==> src/rtl/cayde_ctrl.sv <==
// cayde_ctrl: multi-cycle instruction sequencer for the cayde RISC-V core.
// Owns the PC, the instruction register, the retired-instruction counter and
// the sticky trap record, and steps each instruction through
// fetch -> decode -> execute -> (memory) -> writeback.
module cayde_ctrl #(
  parameter logic [31:0] BOOT_ADDR = 32'h0000_0000
) (
  input  logic        clk_in,
  input  logic        rst_in,
  // instruction memory handshake
  output logic        imem_req,
  output logic [31:0] imem_addr,
  input  logic        imem_gnt,
  input  logic        imem_rvalid,
  input  logic [31:0] imem_rdata,
  // decoder interface
  output logic [31:0] instr,
  input  logic        dec_illegal,
  input  logic        dec_rf_we,
  input  logic        dec_mem_rd,
  input  logic        dec_mem_wr,
  input  logic [31:0] pc_next,
  // execute / data memory / register file strobes
  output logic        alu_en,
  output logic        dmem_req,
  output logic        dmem_we,
  input  logic        dmem_gnt,
  input  logic        dmem_rvalid,
  output logic        rf_we,
  output logic        retire,
  // architectural status
  output logic [31:0] pc,
  output logic [31:0] instret,
  output logic        trap,
  output logic [1:0]  trap_cause,
  output logic [31:0] trap_pc
);

  localparam logic [31:0] NOP_INSTR = 32'h0000_0013;

  localparam logic [1:0] CAUSE_NONE      = 2'b00;
  localparam logic [1:0] CAUSE_ILLEGAL   = 2'b01;
  localparam logic [1:0] CAUSE_MISALIGN  = 2'b10;

  typedef enum logic [2:0] {
    S_FETCH,
    S_FETCH_WAIT,
    S_DECODE,
    S_EXECUTE,
    S_MEM,
    S_MEM_WAIT,
    S_WRITEBACK,
    S_TRAP
  } state_t;

  state_t      state_q, state_d;
  logic [31:0] pc_q, pc_d;
  logic [31:0] instr_q, instr_d;
  logic [31:0] instret_q, instret_d;
  logic        trap_q, trap_d;
  logic [1:0]  trap_cause_q, trap_cause_d;
  logic [31:0] trap_pc_q, trap_pc_d;

  // Ungated strobe decodes; reset masking is applied at the output.
  logic imem_req_s;
  logic alu_en_s;
  logic dmem_req_s;
  logic dmem_we_s;
  logic rf_we_s;
  logic retire_s;

  // State and architectural registers; reset drops everything immediately.
  always_ff @(posedge clk_in or posedge rst_in) begin
    if (rst_in) begin
      state_q      <= S_FETCH;
      pc_q         <= BOOT_ADDR;
      instr_q      <= NOP_INSTR;
      instret_q    <= 32'd0;
      trap_q       <= 1'b0;
      trap_cause_q <= CAUSE_NONE;
      trap_pc_q    <= 32'd0;
    end else begin
      state_q      <= state_d;
      pc_q         <= pc_d;
      instr_q      <= instr_d;
      instret_q    <= instret_d;
      trap_q       <= trap_d;
      trap_cause_q <= trap_cause_d;
      trap_pc_q    <= trap_pc_d;
    end
  end

  // Next-state, register updates and Moore strobe decode.
  always_comb begin
    state_d      = state_q;
    pc_d         = pc_q;
    instr_d      = instr_q;
    instret_d    = instret_q;
    trap_d       = trap_q;
    trap_cause_d = trap_cause_q;
    trap_pc_d    = trap_pc_q;
    imem_req_s   = 1'b0;
    alu_en_s     = 1'b0;
    dmem_req_s   = 1'b0;
    dmem_we_s    = 1'b0;
    rf_we_s      = 1'b0;
    retire_s     = 1'b0;

    case (state_q)
      S_FETCH: begin
        imem_req_s = 1'b1;
        if (imem_gnt) begin
          state_d = S_FETCH_WAIT;
        end
      end

      S_FETCH_WAIT: begin
        if (imem_rvalid) begin
          instr_d = imem_rdata;
          state_d = S_DECODE;
        end
      end

      S_DECODE: begin
        if (dec_illegal) begin
          state_d      = S_TRAP;
          trap_d       = 1'b1;
          trap_cause_d = CAUSE_ILLEGAL;
          trap_pc_d    = pc_q;
        end else begin
          state_d = S_EXECUTE;
        end
      end

      S_EXECUTE: begin
        alu_en_s = 1'b1;
        state_d  = (dec_mem_rd || dec_mem_wr) ? S_MEM : S_WRITEBACK;
      end

      S_MEM: begin
        dmem_req_s = 1'b1;
        dmem_we_s  = dec_mem_wr;
        if (dmem_gnt) begin
          state_d = S_MEM_WAIT;
        end
      end

      S_MEM_WAIT: begin
        // Loads and stores both finish on rvalid (data or store ack).
        if (dmem_rvalid) begin
          state_d = S_WRITEBACK;
        end
      end

      S_WRITEBACK: begin
        if (pc_next[1:0] != 2'b00) begin
          // Misaligned target: nothing is committed, the PC stays on the
          // faulting instruction.
          state_d      = S_TRAP;
          trap_d       = 1'b1;
          trap_cause_d = CAUSE_MISALIGN;
          trap_pc_d    = pc_q;
        end else begin
          rf_we_s   = dec_rf_we;
          retire_s  = 1'b1;
          pc_d      = pc_next;
          instret_d = instret_q + 32'd1;
          state_d   = S_FETCH;
        end
      end

      S_TRAP: begin
        // Absorbing: only reset leaves this state, no requests are issued.
        state_d = S_TRAP;
      end

      default: begin
        state_d = S_FETCH;
      end
    endcase
  end

  // Strobes are forced low for as long as reset is held, including the
  // partial cycle in which it is asserted.
  assign imem_req   = imem_req_s & ~rst_in;
  assign alu_en     = alu_en_s   & ~rst_in;
  assign dmem_req   = dmem_req_s & ~rst_in;
  assign dmem_we    = dmem_we_s  & ~rst_in;
  assign rf_we      = rf_we_s    & ~rst_in;
  assign retire     = retire_s   & ~rst_in;

  assign imem_addr  = pc_q;
  assign pc         = pc_q;
  assign instr      = instr_q;
  assign instret    = instret_q;
  assign trap       = trap_q;
  assign trap_cause = trap_cause_q;
  assign trap_pc    = trap_pc_q;

endmodule

==> config.mk <==
export PLATFORM = sky130hd
export DESIGN_NAME = cayde_ctrl
export DESIGN_NICKNAME = d
export VERILOG_FILES = /design/src/rtl/cayde_ctrl.sv
export SDC_FILE = /design/constraint.sdc
export NUM_CORES = 1
export LEC_CHECK = 0
export ABC_CLOCK_PERIOD_IN_PS = 4800
export BUFFER_PORTS_ARGS = -buffer_cell sky130_fd_sc_hd__clkbuf_2
export CORE_MARGIN = 2
export CORE_UTILIZATION = 45
export CTS_CLUSTER_DIAMETER = 40
export DETAILED_ROUTE_END_ITERATION = 7
export PLACE_DENSITY = 0.8
export SLEW_MARGIN = 20
export SYNTH_ARGS = -nofsm -noshare
export SYNTH_HDL_FRONTEND = slang
export SYNTH_SLANG_ARGS = --single-unit
export TNS_END_PERCENT = 30
==> constraint.sdc <==
create_clock -name clk_in -period 4.8 [get_ports clk_in]
set_clock_uncertainty 0.2 [all_clocks]
set_input_delay 0.48 -clock clk_in [delete_from_list [all_inputs] [get_ports clk_in]]
set_output_delay 0.48 -clock clk_in [all_outputs]
set_load 0.01 [all_outputs]
; Word-level counts from Yosys, hierarchy flattened
; Index checks and enable logic that the tools add are counted.
[word_totals]
output_inout_bits = 169
elab_cells = 62
regBits = 134
[classes]
addsub = 1
n_reduce_logical = 8
bitwise_logic = 8
muxes = 25
n_eq_ne = 13
[ops]
columns = op, count
row1 = 32-bit 2-to-1 mux, 2
row2 = 32-bit one-hot mux with 2 select lines, 1
row3 = "32-bit by 1-bit adder with 32-bit output, second input constant", 1
row4 = 3-bit one-hot mux with 8 select lines, 1
row5 = 3-bit 2-to-1 mux, 6
row6 = "3-bit == test, second input constant", 4
row7 = "2-bit inequality test, second input constant", 6
row8 = 1-bit 2-to-1 mux, 10
row9 = 1-bit bitwise AND, 6
row10 = "3-bit by 2-bit == test with 1-bit output, second input constant", 2
row11 = 2-bit 2-to-1 mux, 3
row12 = 2-bit one-hot mux with 2 select lines, 1
row13 = 2-bit AND reduction, 2
row14 = 4-bit AND reduction, 1
row15 = 2-bit nonzero test, 2
row16 = "3-bit by 1-bit == test with 1-bit output, second input constant", 1
row17 = 3-bit logical NOT, 1
row18 = 3-bit AND reduction, 1
row19 = 1-bit inverter, 2
row20 = 1-bit one-hot mux with 2 select lines, 1
row21 = 1-bit logical OR, 1

; Longest topological paths before layout
; Gate-level depths: netlist (run 1).
[depth]
ltp_word = 4
mapped_depth = 7
depth_no_buf = 5

; Worst setup path after synthesis (run 1)
; Ideal clock, no wire load.
[synth_path]
path_type = input-to-output
start = in rst_in
end = out rf_we
t_arrival_ns = 3.790
stages = 2
path_slack_ns = 0.330
path_buffers = 0
required_time_ns = 4.120
cell_sequence = inv_1 -> and3_1
[synth_between]
elab_chain_len = 2
[synth_lines]
columns = item, line_no
row1 = from (decl), 9  ; input logic rst_in,
row2 = 1-bit inverter, 189  ; assign rf_we = rf_we_s & ~rst_in;
row3 = 1-bit bitwise AND, 189
row4 = to (decl), 29  ; output logic rf_we,
; No other way between the ends.

; Final worst setup path (run 1)
[layout_path]
start = reg state_q[2]
end = out rf_we
[layout_between]
elab_chain_len = 3
[layout_lines]
columns = item, line_no
row1 = from (decl), 56  ; state_t state_q, state_d;
row2 = from (signal assigned), 83  ; state_q <= state_d;
row3 = 3-bit == test, 109  ; case (state_q)
row4 = 1-bit 2-to-1 mux, 109
row5 = 1-bit bitwise AND, 189
; No other way between the ends.

==> results.py, run 1 <==
metrics = {
    "synthesis": {
        "synth_edf_count": 0,
        "synth_seq_cells": 134,
        "yosysMostFrequentCell": "dfrtp_1",
        "ys_top_cells_by_count": "131 x dfrtp_1, 106 x nand2_1, 62 x mux2_2",
        "ys_top_cells_by_area": "dfrtp_1 58%, mux2_2 12%, nand2_1 7.0%",
        "yosysUniqueCellTypes": 39,
        "syn-cell-area_mm2": 0.00568,
        "syn_avg_cell_area_um2": 11.8,
        "yosys.area.top_type": "dfrtp_1",
        "ys.flop_type": "dfrtp_1",
        "synth_top_area_share_pct": 57.8,
        "synthCells": 479,
        "yosysWarnings": 0,
        "syn_nets": 554,
        "async_reset_ff_share_pct": 100,
        "yosysSeqAreaShare_pct": 59.1,
    },
    "power_and_ir_drop": {
        "power_density_mw_per_mm2": 628,
        "p_total_w": 0.00466,
        "peakVddDrop_mv": 0.335,
        "power_leakage_nw": 3.93,
    },
    "timing": {
        "finalSetupViolCount": 0,
        "whs_ps": 57.3,
        "tns_ps": 0,
        "slew_violations": 0,
        "grt_setup_unrepaired": "no",
        "period_share_pct": 57.8,
        "max_slew.worst_pin.slew_ps": 861,
        "fmax_mhz": 360,
        "maxSlewHeadroom_pct": 42.6,
        "period_minus_slack_ps": 2770,
        "timing.final.hold_violations": 0,
    },
    "clocking": {
        "cts_resized": 0,
        "clk_latency_ps": 410,
        "cts.hold.buffers_added": 0,
        "cts_sinks": 134,
        "clk_pin_slew_ps": 50,
        "htree_levels": 4,
        "cts_tree": "done",
        "root_buffer": "clkbuf_16",
        "cts_setup_buffers": 0,
        "cts_made_buffers": 17,
        "cts_max_path_buffers": 2,
    },
    "floorplanning": {
        "core_mm2": 0.0125,
        "initial_core_util_pct": 45.5,
        "die-height_um": 116,
        "placementRows": 41,
        "die-area_mm2": 0.0135,
        "dieWidth_um": 116,
        "ioPinCount": 243,
    },
    "routing": {
        "via_per_inst": 4.92,
        "dr.pass1.iters": 4,
        "route.detailed.drc": 0,
        "vias": 4314,
        "drt-wirelength-per-cell_um": 15.0,
        "wl_um": 13200,
        "ant_nets": 0,
        "drt_iter0_drc": 317,
    },
    "placement": {
        "dp_hpwl_um": 9560,
        "portBuffers": 242,
        "dp.cells": 846,
        "gp_congestion": 0.830,
    },
    "layout": {
        "fin_nets": 768,
        "synthToLayoutAreaGrowth_pct": 30.7,
        "stdcell_count": 877,
        "final.fill_count": 1022,
        "diodes": 0,
        "drive_above_1_share_pct": 49.9,
    },
    "setup_path": {
        "crit_buf_inv": 1,
        "slowest_stage": "or3b_1",
        "startpoint_type": "flop",
        "worst-setup-path-type": "reg2out",
        "cp_slowest_stage_delay_ps": 570,
        "cp_data_required_time_ps": 4120,
        "cp-end-kind": "output port",
        "cp_top_family": "simple AND/OR/NAND/NOR gates",
        "crit_fanout": 13,
        "crit_chain": "or3b_1 -> nor2_2 -> and3_1 -> clkbuf_2",
        "crit_arrival_ps": 2090,
    },
    "grt": {
        "antenna_found_initial": 0,
        "grtUsageTotal_pct": 19.5,
        "grt_pass1_wl_um": 20400,
        "grt_max_degree": 70,
        "grt_pass1_vias": 4255,
        "grt.overflow.total": 0,
    },
    "run": {
        "cap_violations": 0,
    },
    "status": {
        "outcome": "complete, no violations",
    },
    "worst_hold_path": {
        "hold_path.class": "in2reg",
    },
}
==> sequential cells by signal (all words and copies together), names as in the netlist <==
signal,flops
imem_addr,32
instr,32
instret,32
trap_pc,32
state_q,3
trap_cause,2
trap,1
==> placed cells by master, fill, tap and decap left out, drive strengths merged, types with 3 or more instances in the layout <==
cell type	Yosys	layout
a21oi	4	4
and2	5	5
and3	7	7
and4	4	4
buf	42	5
bufinv	0	3
clkbuf	10	264
clkinv	0	4
dfrtp	131	131
dfstp	3	3
inv	4	4
mux2	64	64
nand2	106	106
nand3	6	6
nand4	18	18
nor2	8	8
nor3	11	11
nor4	4	4
o21ai	4	4
xnor2	22	22
xor2	9	9
==> final cells by class <==
class	instances	area [um2]	share of cell area, %
flip-flops and latches	134	3360	45.3
inverters	4	17.5	0.236
clock buffers	22	474	6.39
clock inverters	9	125	1.69
multi-input cells	289	1980	26.7
well taps	172	215	2.90
repair buffers	247	1250	16.8
==> metrics by stage <==
step / utilization, % / instance area, um2 / worst slack (ps)
2_1_floorplan: - / 5680 / 330
5_1_grt: 59.5 / 7420 / 1890
3_3_place_gp: 54.7 / 6820 / 2380
6_report: 59.5 / 7420 / 2030
4_1_cts: 59.5 / 7420 / 2010
3_5_place_dp: 54.7 / 6820 / 2330
==> routing by layer <==
metal | GRT usage [%] | wire, um | vias up
met5 | 0 | 0 | -
met1 | 22.7 | 5240 | 2121
met2 | 33.6 | 6810 | 158
met4 | 6.75 | 241 | 0
met3 | 6.75 | 878 | 23
li1 | - | - | 2012
==> power by group <==
group | leakage [nW] | switching (W) | total, W | internal, W
Clock | 0.292 | 0.000453 | 0.00130 | 0.000851
Sequential | 1.71 | 0.000331 | 0.00188 | 0.00155
Combinational | 1.93 | 0.000764 | 0.00148 | 0.000712
Total | 3.93 | 0.00155 | 0.00466 | 0.00311
==> final timing paths <==
path | slack [ps] | start | end | cells past startpoint
hold reg to reg | 280 | instret[31] | instret[31] | 1
setup reg to reg | 2350 | state_q[2] | trap_pc[17] | 4
max in group asynchronous | 2960 | rst_in | instret[19] | 3
hold / removal | 60 | pc_next[20] | imem_addr[20] | 3
setup / recovery | 2030 | state_q[2] | rf_we | 4
min in group asynchronous | 80 | rst_in | instr[12] | 2
==> worst register-to-register path, cell delays in order, from the launching register on <==
cell,delay [ps]
dfrtp_1,500
or3b_1,470
o211a_1,370
buf_4,400
mux2_2,400
==> cells by family after synthesis <==
group / count (synthesis) / share of synthesized area (%)
flops: 134 / 59.1
mux: 65 / 12.9
compound gates: 12 / 1.30
buf+inv: 56 / 6.02
simple gates: 180 / 15.7
fa+ha+maj: 1 / 0.220
xor+xnor: 31 / 4.78
(Power assumes the default switching activity.)
==> run 2: changes to the inputs <==
--- a/config.mk
+++ b/config.mk
@@ -5,7 +5,7 @@
 export SDC_FILE = /design/constraint.sdc
 export NUM_CORES = 1
 export LEC_CHECK = 0
-export ABC_CLOCK_PERIOD_IN_PS = 4800
+export ABC_CLOCK_PERIOD_IN_PS = 2700
 export BUFFER_PORTS_ARGS = -buffer_cell sky130_fd_sc_hd__clkbuf_2
 export CORE_MARGIN = 2
 export CORE_UTILIZATION = 45
==> constraint.sdc (replaced) <==
create_clock -name clk_in -period 2.7 [get_ports clk_in]
set_clock_uncertainty 0.2 [all_clocks]
set_input_delay 0.27 -clock clk_in [delete_from_list [all_inputs] [get_ports clk_in]]
set_output_delay 0.27 -clock clk_in [all_outputs]
set_load 0.01 [all_outputs]
==> run 2 against run 1 <==
  * The run now ends with negative hold slack left
  * First-iteration DRC count increased by 30%
  * Largest power group unchanged
  * Final area up 9.6%
  * Combinational power rose by 89%
==> results.py, run 2 (synthesis gave the netlist of run 1 again) <==
metrics = {
    "status": {
        "outcome": "finished, violations left",
        "violations": "negative hold slack",
    },
    "power_and_ir_drop": {
        "power_density_mw_per_mm2": 1060,
        "power_frac_clock_pct": 28.7,
        "p_int_w": 0.00573,
        "netSwitchingPower_w": 0.00287,
        "peakVddDrop_mv": 0.615,
        "seq_power_share_pct": 38.7,
        "p_total_w": 0.00860,
        "power_leakage_nw": 4.24,
        "p_sw_share_pct": 33.4,
        "power_frac_comb_pct": 32.6,
    },
    "setup_path": {
        "worst-setup-path-type": "reg2out",
        "crit_fanout": 9,
        "cp-end-kind": "output port",
        "r2r_start": "state_q[2]",
        "r2r_cells": 4,
        "rrSetupSlack_ps": 490,
        "crit_arrival_ps": 2030,
        "cp_data_required_time_ps": 2230,
        "r2r_end": "instret[27]",
        "startpoint_type": "flop",
    },
    "routing": {
        "via_per_inst": 4.94,
        "route.detailed.drc": 0,
        "drt-wirelength-per-cell_um": 15.7,
        "vias": 4665,
        "ant_nets": 0,
        "wl_um": 14800,
        "dr.pass1.iters": 4,
        "drt_iter0_drc": 412,
    },
    "clocking": {
        "cts_setup_buffers": 0,
        "cts_tree": "done",
        "htree_levels": 4,
        "clk_pin_slew_ps": 60,
        "cts_sinks": 134,
        "clk_latency_ps": 420,
        "cts_made_buffers": 17,
        "cts_max_path_buffers": 2,
        "root_buffer": "clkbuf_16",
    },
    "grt": {
        "grt_pass1_wl_um": 23000,
        "grtUsageTotal_pct": 22.3,
        "grt_pass1_vias": 4640,
        "grt.overflow.total": 0,
        "antenna_found_initial": 0,
        "grt_max_degree": 135,
    },
    "timing": {
        "period_minus_slack_ps": 2500,
        "whs_ps": -75.9,
        "slew_violations": 0,
        "fmax_mhz": 400,
        "period_share_pct": 92.5,
        "maxSlewHeadroom_pct": 50.9,
        "max_slew.worst_pin.slew_ps": 737,
        "grt_setup_unrepaired": "no",
        "timing.final.hold_violations": 39,
        "finalSetupViolCount": 0,
    },
    "placement": {
        "dp.cells": 851,
        "dp_hpwl_um": 9680,
        "gp_congestion": 0.850,
        "portBuffers": 242,
    },
    "floorplanning": {
        "placementRows": 41,
        "die-height_um": 116,
        "core_mm2": 0.0125,
        "initial_core_util_pct": 45.5,
        "dieWidth_um": 116,
        "ioPinCount": 243,
        "die-area_mm2": 0.0135,
    },
    "layout": {
        "fin_nets": 836,
        "diodes": 0,
        "synthToLayoutAreaGrowth_pct": 43.3,
        "final_common_cell": "clkbuf_2",
        "drive_above_1_share_pct": 46.3,
        "stdcell_count": 945,
        "layout_common_cells": "242 x clkbuf_2, 131 x dfrtp_1, 106 x nand2_1",
    },
    "run": {
        "cap_violations": 0,
    },
    "worst_hold_path": {
        "hold_path.class": "in2async",
    },
}
## run 2: cell count changes in the layout (fill, tap and decap cells not counted)
cell,before,now
clkbuf_1,2,1
dlygate4sd3_1,0,63
buf_12,0,1
bufinv_16,3,4
buf_4,5,9
clkbuf_8,3,4
inv_4,1,0
## run 2: per-layer routing
layer | global-route usage [%] | part of all wire, % | vias to the layer above
met5 | 0 | 0 | -
met4 | 10.2 | 2.5 | 0
met3 | 6.07 | 6.1 | 30
met2 | 38.7 | 53 | 190
met1 | 25.7 | 39 | 2298
li1 | - | - | 2147
## run 2: worst max path at each step
stage	cells after the start	slack, ps	to	start
6_report	4	200	retire	state_q[2]
5_1_grt	4	10	retire	state_q[1]
4_1_cts	4	130	retire	state_q[2]
3_5_place_dp	5	500	instret[10]	pc_next[1]
3_3_place_gp	4	520	trap_pc[22]	state_q[1]
2_1_floorplan	2	-450	rf_we	rst_in
## run 2: timing repair
item                                   in CTS  in global routing
hold buffers                               63                  0
gates resized for setup                     0                  0
endpoints found under the hold margin      64                  0
## run 2: through the flow
stage / TNS [ps] / area (um2) / setup WS, ps / hold WS, ps / util, %
finish: 0 / 8130 / 203 / -75.9 / 65.2
global route: 0 / 8130 / 13.9 / 54.9 / 65.2
global placement: 0 / 6870 / 517 / 255 / 55.1
floorplan: -449 / 5680 / -449 / 175 / -
detailed placement: 0 / 6870 / 499 / 264 / 55.1
CTS: 0 / 8130 / 125 / 26.4 / 65.2
## run 2: power groups by stage
stage	Clock, W	Sequential, W	Combinational (W)
6_report	0.00247	0.00332	0.00280
5_1_grt	0.00261	0.00343	0.00305
4_1_cts	0.00250	0.00332	0.00282
3_5_place_dp	0	0.00335	0.00274
3_3_place_gp	0	0.00328	0.00266
2_1_floorplan	0	0.00355	0.00150
## run 2: final cells by class
class,instances,area [um2]
fill,948,4330
sequential,134,3360
multi-input combinational,289,1980
timing repair buffer,315,1930
clock buffer,22,484
tap,172,215
clock inverter,9,148
inverter,4,18.8
## run 2: worst max-delay path, stage by stage (launching register included)
cell and delay [ps]:
dfrtp_1 360, or3b_1 550, nand2b_1 370, nor2_1 160, clkbuf_2 170
==> run 3: changes to the inputs <==
--- a/config.mk
+++ b/config.mk
@@ -9,6 +9,7 @@
 export BUFFER_PORTS_ARGS = -buffer_cell sky130_fd_sc_hd__clkbuf_2
 export CORE_MARGIN = 2
 export CORE_UTILIZATION = 45
+export CTS_BUF_LIST = sky130_fd_sc_hd__clkbuf_4
 export CTS_CLUSTER_DIAMETER = 40
 export DETAILED_ROUTE_END_ITERATION = 7
 export PLACE_DENSITY = 0.8
==> run 3 against run 2 <==
  * The flow now finishes without violations
  * Clock power shrank 42%
  * Critical path depth stayed put
  * First-iteration DRC count fell by 4.9%
  * Setup slack improved by 60 ps
  * Utilization shrank 1.9 points
  * Sequential share of layout area grew 1.2 points
  * Global-route usage about the same
  * Critical endpoint unchanged
==> results.py, run 3 (synthesis gave the netlist of run 1 again) <==
metrics = {
    "routing": {
        "wl_met1_um": 5680,
        "route.detailed.drc": 0,
        "ant_nets": 0,
        "dr.pass1.iters": 5,
        "drt-wirelength-per-cell_um": 15.4,
        "route.met2.wl_um": 7650,
        "drt_iter0_drc": 392,
        "via_per_inst": 4.89,
        "met3_length_um": 915,
        "top_layer": "met4",
        "wl_um": 14700,
        "vias": 4668,
    },
    "setup_path": {
        "rrSetupSlack_ps": 450,
        "crit_fanout": 9,
        "startpoint_type": "flop",
        "r2r_cells": 4,
        "cp_data_required_time_ps": 2230,
        "worst-setup-path-type": "reg2out",
        "cp-end-kind": "output port",
        "crit_arrival_ps": 1970,
    },
    "grt": {
        "grt_pass1_wl_um": 23000,
        "grt.overflow.total": 0,
        "grt_max_degree": 135,
        "grt_pass1_vias": 4633,
        "grtUsageTotal_pct": 22.3,
        "antenna_found_initial": 0,
    },
    "timing": {
        "period_minus_slack_ps": 2440,
        "period_share_pct": 90.2,
        "timing.final.hold_violations": 0,
        "grt_setup_unrepaired": "no",
        "maxSlewHeadroom_pct": 51.9,
        "fmax_mhz": 410,
        "slew_violations": 0,
        "max_slew.worst_pin.slew_ps": 722,
        "layout_setup_ws_ps": 263,
        "whs_ps": 130,
        "finalSetupViolCount": 0,
    },
    "clocking": {
        "root_buffer": "clkbuf_4",
        "cts_setup_buffers": 0,
        "htree_levels": 4,
        "clk_latency_ps": 520,
        "clk_pin_slew_ps": 120,
        "cts_made_buffers": 17,
        "cts_max_path_buffers": 2,
        "cts_tree": "done",
        "cts_sinks": 134,
    },
    "layout": {
        "final_core_util_pct": 63.4,
        "fin_area_mm2": 0.00790,
        "stdcell_count": 955,
        "fin_nets": 845,
        "layout_common_cells": "242 x clkbuf_2, 131 x dfrtp_1, 106 x nand2_1",
        "synthToLayoutAreaGrowth_pct": 39.2,
        "drive_above_1_share_pct": 45.8,
        "final_common_cell": "clkbuf_2",
    },
    "floorplanning": {
        "core_mm2": 0.0125,
        "initial_core_util_pct": 45.5,
        "ioPinCount": 243,
        "die-area_mm2": 0.0135,
        "die-height_um": 116,
        "placementRows": 41,
        "dieWidth_um": 116,
    },
    "placement": {
        "dpl_cell_area_mm2": 0.00687,
        "dp.cells": 851,
        "dp_hpwl_um": 9680,
        "pre_cts_ws_ps": 499,
        "portBuffers": 242,
        "gp_congestion": 0.850,
    },
    "worst_hold_path": {
        "holdPathStages": 5,
        "hold_path.class": "in2reg",
    },
    "status": {
        "outcome": "complete, no violations",
    },
    "power_and_ir_drop": {
        "power_density_mw_per_mm2": 964,
        "peakVddDrop_mv": 0.706,
        "power_leakage_nw": 4.13,
    },
    "run": {
        "cap_violations": 0,
    },
}
-- run 3: cell types whose count changed in the layout (fill, tap and decap cells not counted), sizes merged --
cell         before  now
dlygate4sd3      63   72
clkbuf          264  260
diode             0    1
clkinv            4    8
-- run 3: worst max-delay path, stage by stage, from the launching register on --
cell and delay (ps):
dfrtp_1 390, or3b_4 470, nand2b_2 290, nor2_1 130
clkbuf_2 160
-- run 3: path summary, 6_finish.rpt --
kind / endpoint / from
worst min register to register: trap / trap
worst max register to register: state_q[0] / state_q[2]
worst max-delay path: retire / state_q[2]
min in group asynchronous: imem_addr[27] / rst_in
worst min-delay path: instret[17] / pc_next[1]
max in group asynchronous: instret[25] / rst_in
-- run 3: metal layers --
metal,GRT usage [%],vias to the layer above
li1,-,2156
met1,25.5,2279
met2,38.3,195
met3,6.69,38
met4,10.3,0
met5,0,-
-- run 3: per-stage QoR --
| step | power (W) | setup TNS, ps |
|---|---|---|
| 2_1_floorplan | 0.00505 | -449 |
| 3_3_place_gp | 0.00595 | 0 |
| 3_5_place_dp | 0.00609 | 0 |
| 4_1_cts | 0.00765 | 0 |
| 5_1_grt | 0.00813 | 0 |
| 6_report | 0.00762 | 0 |
-- run 3: final cells by class --
cell class | instances | area (um2)
multi-input cells | 289 | 1990
fillers | 980 | 4570
repair buffers | 324 | 2020
flip-flops and latches | 134 | 3360
clock inverters | 13 | 163
diodes | 1 | 2.50
inverters | 4 | 18.8
well taps | 172 | 215
clock buffers | 18 | 135
-- run 3: where the power goes --
part           leakage (nW)  internal [W]  switching (W)
clock network         0.161      0.000722       0.000705
logic                  2.26       0.00140        0.00147
registers              1.71       0.00274       0.000571
-- run 3: timing repair --
action / in CTS / in global routing
endpoints found under the hold margin: 197 / 0
endpoints found under the setup margin: 1 / 1
resized for setup: 1 / 2
hold buffers: 72 / 0
